[config.mk]
export PLATFORM = sky130hd
export DESIGN_NAME = alu_seq
export DESIGN_NICKNAME = d
export VERILOG_FILES = /design/src/rtl/alu_seq_pkg.sv /design/src/rtl/alu_seq_iter.sv /design/src/rtl/alu_seq.sv
export SDC_FILE = /design/constraint.sdc
export NUM_CORES = 1
export LEC_CHECK = 0
export ABC_AREA = 1
export CAP_MARGIN = 30
export CORE_ASPECT_RATIO = 1.2
export CORE_UTILIZATION = 55
export DETAILED_ROUTE_END_ITERATION = 7
export HOLD_SLACK_MARGIN = 0.08
export PLACE_DENSITY = 0.8
export SYNTH_ARGS = -nofsm -noshare
export SYNTH_HDL_FRONTEND = slang
export SYNTH_SLANG_ARGS = --single-unit
[constraint.sdc]
create_clock -name clk -period 2 [get_ports clk]
set_input_delay 0.4 -clock clk [delete_from_list [all_inputs] [get_ports clk]]
set_output_delay 0.4 -clock clk [all_outputs]
set_load 0.01 [all_outputs]
[src/rtl/alu_seq_pkg.sv]
// Shared opcodes, FSM state encoding and sizing helper for the sequential ALU.
// The optional multiplier is controlled by the ALU_SEQ_MUL_EN macro in the other files.
package alu_seq_pkg;

    localparam logic [3:0] OP_AND = 4'h0;
    localparam logic [3:0] OP_OR  = 4'h1;
    localparam logic [3:0] OP_ADD = 4'h2;
    localparam logic [3:0] OP_INC = 4'h3;
    localparam logic [3:0] OP_DEC = 4'h4;
    localparam logic [3:0] OP_NOT = 4'h5;
    localparam logic [3:0] OP_SUB = 4'h6;
    localparam logic [3:0] OP_XOR = 4'h7;
    localparam logic [3:0] OP_SHL = 4'h8;
    localparam logic [3:0] OP_SHR = 4'h9;
    localparam logic [3:0] OP_MUL = 4'hA;

    typedef logic [1:0] state_t;
    localparam state_t IDLE = 2'd0;
    localparam state_t EXEC = 2'd1;
    localparam state_t DONE = 2'd2;

    // Step counter must hold values 0..n inclusive.
    function automatic int cnt_width(input int n);
        return $clog2(n + 1);
    endfunction

endpackage

[src/rtl/alu_seq_iter.sv]
// Iterative engine: one-bit-per-cycle shifter and, with ALU_SEQ_MUL_EN, a shift-add multiplier.
// Outputs are the values the working registers take on the current step, so the caller can latch them on the final step.
module alu_seq_iter
    import alu_seq_pkg::*;
#(
    parameter int N = 4,
    localparam int CW = cnt_width(N)
) (
    input  logic          clk,
    input  logic          rst,
    input  logic          start,
    input  logic          left,
    input  logic          fill,
`ifdef ALU_SEQ_MUL_EN
    input  logic          mul,
    input  logic [N-1:0]  b,
`endif
    input  logic [N-1:0]  a,
    input  logic [CW-1:0] count,
    output logic          last,
    output logic [N-1:0]  res_lo,
`ifdef ALU_SEQ_MUL_EN
    output logic [N-1:0]  res_hi,
`endif
    output logic          res_c,
    output logic          res_z
);

    logic [CW-1:0] cnt;
    logic [N-1:0]  lo;
    logic [N-1:0]  nxt_lo;
    logic          nxt_out;
    logic          is_left;
    logic          fill_r;
`ifdef ALU_SEQ_MUL_EN
    logic [N-1:0]  hi;
    logic [N-1:0]  mcand;
    logic [N-1:0]  nxt_hi;
    logic [N:0]    sum;
    logic          is_mul;
`endif

    // Multiply keeps the multiplier in lo and shifts the partial sum down into it.
    always_comb begin
        nxt_lo  = lo;
        nxt_out = 1'b0;
`ifdef ALU_SEQ_MUL_EN
        nxt_hi  = hi;
        sum     = '0;
        if (is_mul) begin
            sum    = lo[0] ? ({1'b0, hi} + {1'b0, mcand}) : {1'b0, hi};
            nxt_hi = sum[N:1];
            nxt_lo = {sum[0], lo[N-1:1]};
        end else
`endif
        if (is_left) begin
            nxt_lo  = {lo[N-2:0], fill_r};
            nxt_out = lo[N-1];
        end else begin
            nxt_lo  = {fill_r, lo[N-1:1]};
            nxt_out = lo[0];
        end
    end

    always_comb begin
        last   = (cnt == CW'(1));
        res_lo = nxt_lo;
`ifdef ALU_SEQ_MUL_EN
        res_hi = nxt_hi;
        res_c  = is_mul ? (|nxt_hi) : nxt_out;
        res_z  = is_mul ? ~(|{nxt_hi, nxt_lo}) : ~(|nxt_lo);
`else
        res_c  = nxt_out;
        res_z  = ~(|nxt_lo);
`endif
    end

    always_ff @(posedge clk) begin
        if (rst) begin
            cnt     <= '0;
            lo      <= '0;
            is_left <= 1'b0;
            fill_r  <= 1'b0;
`ifdef ALU_SEQ_MUL_EN
            hi      <= '0;
            mcand   <= '0;
            is_mul  <= 1'b0;
`endif
        end else if (start) begin
            cnt     <= count;
            is_left <= left;
            fill_r  <= fill;
`ifdef ALU_SEQ_MUL_EN
            lo      <= mul ? b : a;
            hi      <= '0;
            mcand   <= a;
            is_mul  <= mul;
`else
            lo      <= a;
`endif
        end else if (cnt != '0) begin
            cnt <= cnt - CW'(1);
            lo  <= nxt_lo;
`ifdef ALU_SEQ_MUL_EN
            hi  <= nxt_hi;
`endif
        end
    end

endmodule

[src/rtl/alu_seq.sv]
// Multi-cycle ALU with valid/ready handshake on both sides; single-cycle ops finish in one clock.
// Define ALU_SEQ_MUL_EN to add the iterative multiplier and the ALUResultHi port.
module alu_seq
    import alu_seq_pkg::*;
#(
    parameter int N = 4
) (
    input  logic         clk,
    input  logic         rst,
    input  logic [N-1:0] ALUA,
    input  logic [N-1:0] ALUB,
    input  logic [3:0]   ALUControl,
    input  logic         ALUFlagIn,
    input  logic         in_valid,
    output logic         in_ready,
    output logic [N-1:0] ALUResult,
`ifdef ALU_SEQ_MUL_EN
    output logic [N-1:0] ALUResultHi,
`endif
    output logic         C,
    output logic         Z,
    output logic         out_valid,
    input  logic         out_ready
);

    localparam int CW = cnt_width(N);

    state_t        state;
    logic          accept;
    logic          is_shift;
    logic          is_mul;
    logic          iter_go;
    logic [CW-1:0] count;
    logic [N-1:0]  single_res;
    logic          single_c;
    logic [N:0]    wide;
    logic          it_last;
    logic [N-1:0]  it_lo;
    logic          it_c;
    logic          it_z;
`ifdef ALU_SEQ_MUL_EN
    logic [N-1:0]  it_hi;
`endif

    // Zero-length shifts also land here: result is A with C cleared.
    always_comb begin
        single_res = '0;
        single_c   = 1'b0;
        wide       = '0;
        case (ALUControl)
            OP_AND: single_res = ALUA & ALUB;
            OP_OR:  single_res = ALUA | ALUB;
            OP_XOR: single_res = ALUA ^ ALUB;
            OP_NOT: single_res = ~ALUA;
            OP_ADD: begin
                wide       = {1'b0, ALUA} + {1'b0, ALUB};
                single_res = wide[N-1:0];
                single_c   = wide[N];
            end
            OP_INC: begin
                wide       = {1'b0, ALUA} + (N+1)'(1);
                single_res = wide[N-1:0];
                single_c   = wide[N];
            end
            OP_DEC: begin
                wide       = {1'b0, ALUA} - (N+1)'(1);
                single_res = wide[N-1:0];
                single_c   = ~wide[N];
            end
            OP_SUB: begin
                wide       = {1'b0, ALUA} - {1'b0, ALUB};
                single_res = wide[N-1:0];
                single_c   = ~wide[N];
            end
            OP_SHL, OP_SHR: single_res = ALUA;
            default: ;
        endcase
    end

    always_comb begin
        is_shift = (ALUControl == OP_SHL) || (ALUControl == OP_SHR);
`ifdef ALU_SEQ_MUL_EN
        is_mul   = (ALUControl == OP_MUL);
`else
        is_mul   = 1'b0;
`endif
        iter_go  = (is_shift && (ALUB != '0)) || is_mul;
        if (is_mul || (ALUB >= N'(N)))
            count = CW'(N);
        else
            count = ALUB[CW-1:0];
        in_ready = (state == IDLE) || ((state == DONE) && out_ready);
        accept   = in_valid && in_ready;
    end

    alu_seq_iter #(.N(N)) u_iter (
        .clk    (clk),
        .rst    (rst),
        .start  (accept && iter_go),
        .left   (ALUControl == OP_SHL),
        .fill   (ALUFlagIn),
`ifdef ALU_SEQ_MUL_EN
        .mul    (is_mul),
        .b      (ALUB),
`endif
        .a      (ALUA),
        .count  (count),
        .last   (it_last),
        .res_lo (it_lo),
`ifdef ALU_SEQ_MUL_EN
        .res_hi (it_hi),
`endif
        .res_c  (it_c),
        .res_z  (it_z)
    );

    // An accept in DONE takes priority over draining to IDLE so back-to-back ops never bubble.
    always_ff @(posedge clk) begin
        if (rst) begin
            state       <= IDLE;
            ALUResult   <= '0;
            C           <= 1'b0;
            Z           <= 1'b0;
            out_valid   <= 1'b0;
`ifdef ALU_SEQ_MUL_EN
            ALUResultHi <= '0;
`endif
        end else if (accept) begin
            if (iter_go) begin
                state     <= EXEC;
                out_valid <= 1'b0;
            end else begin
                state       <= DONE;
                out_valid   <= 1'b1;
                ALUResult   <= single_res;
                C           <= single_c;
                Z           <= (single_res == '0);
`ifdef ALU_SEQ_MUL_EN
                ALUResultHi <= '0;
`endif
            end
        end else begin
            case (state)
                EXEC: if (it_last) begin
                    state       <= DONE;
                    out_valid   <= 1'b1;
                    ALUResult   <= it_lo;
                    C           <= it_c;
                    Z           <= it_z;
`ifdef ALU_SEQ_MUL_EN
                    ALUResultHi <= it_hi;
`endif
                end
                DONE: if (out_ready) begin
                    state     <= IDLE;
                    out_valid <= 1'b0;
                end
                IDLE: ;
                default: state <= IDLE;
            endcase
        end
    end

endmodule

==> results <==
-- sequential cells by signal, summed over array words and instances (netlist names) --
name	cells
Z	1
u_iter.lo	4
out_valid	1
state	2
ALUResult	4
u_iter.cnt	3
u_iter.fill_r	1
u_iter.is_left	1
C	1
-- per-layer routing --
metal | vias to the layer above | track usage [%] | wire, µm
li1 | 1068 | - | -
met1 | 894 | 33.66 | 1929
met2 | 66 | 51.98 | 2356
met3 | 11 | 2.582 | 205
met4 | 0 | 10.26 | 128
met5 | - | 0 | 0
-- cell families (layout without fill, tap and decap cells) --
logic type | after synthesis | in the layout | synth area share [%]
fa+ha+maj | 19 | 19 | 13.96
compound gates | 53 | 53 | 15.34
flops | 18 | 18 | 19.90
simple gates | 153 | 153 | 36.70
buf+inv | 51 | 104 | 12.16
xor+xnor | 4 | 4 | 1.935
-- tightest hold or removal path: cells and delay by family (launching register included) --
family	cells	cell delay (ns)
and+or+nand+nor	1	0.06
DFF	1	0.33
AOI/OAI and AO/OA	1	0.05
-- stage by stage --
step | instance area, µm² | cells
after detailed placement | 2296 | 383
after global routing | 2362 | 387
after CTS | 2332 | 387
after floorplan | 1810 | 298
after global placement | 2296 | 383
final | 2362 | 387
-- power breakdown --
group | internal (mW) | switching (mW)
sequential | 0.457 | 0.0679
clock | 0.111 | 0.110
combinational | 0.346 | 0.448
-- final cells by class --
type / count / area [µm²]
inverter: 44 / 167.7
timing repair buffer: 56 / 495.5
tap: 36 / 45.04
sequential: 18 / 360.3
multi-input combinational: 229 / 1257
clock buffer: 4 / 36.28
fill: 280 / 748.2
-- layout by cell type (no fill, tap or decap), drive strengths merged, types with 2 or more instances in the layout --
cell type       n
o211ai          2
nand4           3
dlymetal6s2s    2
o21ai          24
nor2           37
dfxtp          18
nand3b          2
ha             17
clkdlybuf4s50  19
clkbuf          4
nand3          33
xor2            2
nand2          76
xnor2           2
fa              2
inv            44
buf            32
a21oi          25
dlygate4sd2     2
-- worst max-delay path by stage --
stage	from	to	slack [ns]	depth (start not counted)
global placement	ALUA[0]	ALUResult[1]	-0.36	13
global route	ALUA[0]	Z	0.02	12
CTS	ALUB[1]	ALUResult[3]	0.01	9
floorplan	ALUA[2]	ALUResult[3]	0.21	10
detailed placement	ALUA[0]	Z	-0.41	12
finish	ALUA[0]	Z	0.15	12
-- timing repair --
| item | in CTS | in global routing |
|---|---|---|
| gates resized for setup | 4 | 11 |
| endpoints found under the setup margin | 5 | 4 |
| pin swaps | 0 | 3 |
| cloned | 0 | 0 |
==> results.md <==
* RSZ-0062 raised after global routing: no
* Critical Path AT at 2.08 ns
* Hold WS at 0.4719 ns
* WL/cell at 11.94 µm
* GRT Util Overall at 28.86%
* Slew Viols, Final at 0
* Most frequent cell after synthesis: nand2_1
* Root buffer cell: clkbuf_4
* Die ar. at 3526 µm²
* Hold Startpoint: out_valid
* Startpoint types: input pin
* WS Path Type: in2reg
* Layout cells sized above 1 at 16.52%
* CTS sink count at 18
* Synth top area share at 19.90%
* Syn Inst Count at 298
* P_leak at 1.202 nW
* Cell Pwr Density at 651.7 nW/µm²
* TritonCTS Buffers at 3
* Core area at 3110 µm²
* Worst r2r dst: ALUResult[0]
* Final hold vios at 0
* Max-Cap Viols at 0
* Worst-Margin Slew at 0.4067 ns
* WHS Endpoint: out_valid
* Final WL at 4620 µm
* Final min period at 1.850 ns
* Routability Congestion at 0.8820
* Final Cycle Share at 92.51%
* Result of the run: completed
* Port bufs at 24
* Detailed placement HPWL at 3842 µm
* DIE HEIGHT at 64.85 µm
* Distinct cell type count after synthesis at 30
* Vias in the first global route at 1816
* P&R area growth vs syn at 30.48%
* Flop2flop setup slack at 0.53 ns
* Seq cells post-synth at 18
* Fmax at 540.5 MHz
* Initial Util at 58.21%
* Antenna viol nets, final at 0
* I/O Pins at 25
* Vias/cell at 5.269
* DRT Pass-1 Iters at 5
* Dpl ws at -0.4108 ns
* Slowest cell on the critical path: fa_1
* Worst R2R Start: u_iter.cnt[1]
* R2R cell count at 9
* Num rows at 22
* Synth area leader: dfxtp_1
* Setup_tns at 0 ns
* Vias at 2039
* Register area share after synthesis at 19.90%
* CTS tree: built
* Residual DRC at 0
* Synthesized area at 1810 µm²
* Top post-synthesis cells by area: dfxtp_1, nand2_1, ha_1
* Crit. End Element: register
* Req. time, crit path at 2.23 ns
* Ys async rst share at 0%
* Syn Nets at 334
* Largest net degree at the start of global routing at 14
* H-tree depth at 1
* Setup ws final at 0.1498 ns
* Post-synth EDFFs at 0
* Latest clock arrival within the worst-skew pair at 0.28 ns
* CTS max path bufs at 2
* Most common flop cell mapped by yosys: dfxtp_1
* Remaining Overflow, GRT at 0
* First-pass GRT wire length at 7610 µm
* Ant. Diodes at 0
* Avg Synthesized Cell Area at 6.075 µm²
* Hold depth at 2
* YS warnings at 0
* Final #Nets at 388
* Initial antenna violation count at 0
* Final Power at 1.539 mW
* Crit-path max cell delay at 0.41 ns
* Crit path max fanout at 3
* Synth top cells by count: nand2_1, inv_1, nor2_1, nand3_1, a21oi_1
* Setup-failing EPs final at 0
* Worst Hold Class: reg2reg
* Largest delay contributor family on the critical path: adder cells
* Final Util at 75.95%
* Relative slew slack at 72.60%
* Hold buffer count at cts at 0
* WP buf/inv at 3
* Worst-path clk slew at 0.10 ns
* Die width at 54.38 µm
* Peak VDD IR at 0.4715 mV
* Initial DRC Count at 42
* Post-CTS setup repair buffer count at 0
* Crit-path cells: clkdlybuf4s15_1 -> inv_1 -> ha_1 -> inv_1 -> fa_1 -> nand3_1 -> nand2_1 -> nor2_2 -> nand3_2 -> nor2_1 -> nand3_1 -> a21oi_2
* Clock skew at 0.002212 ns
(Power assumes the default switching activity.)
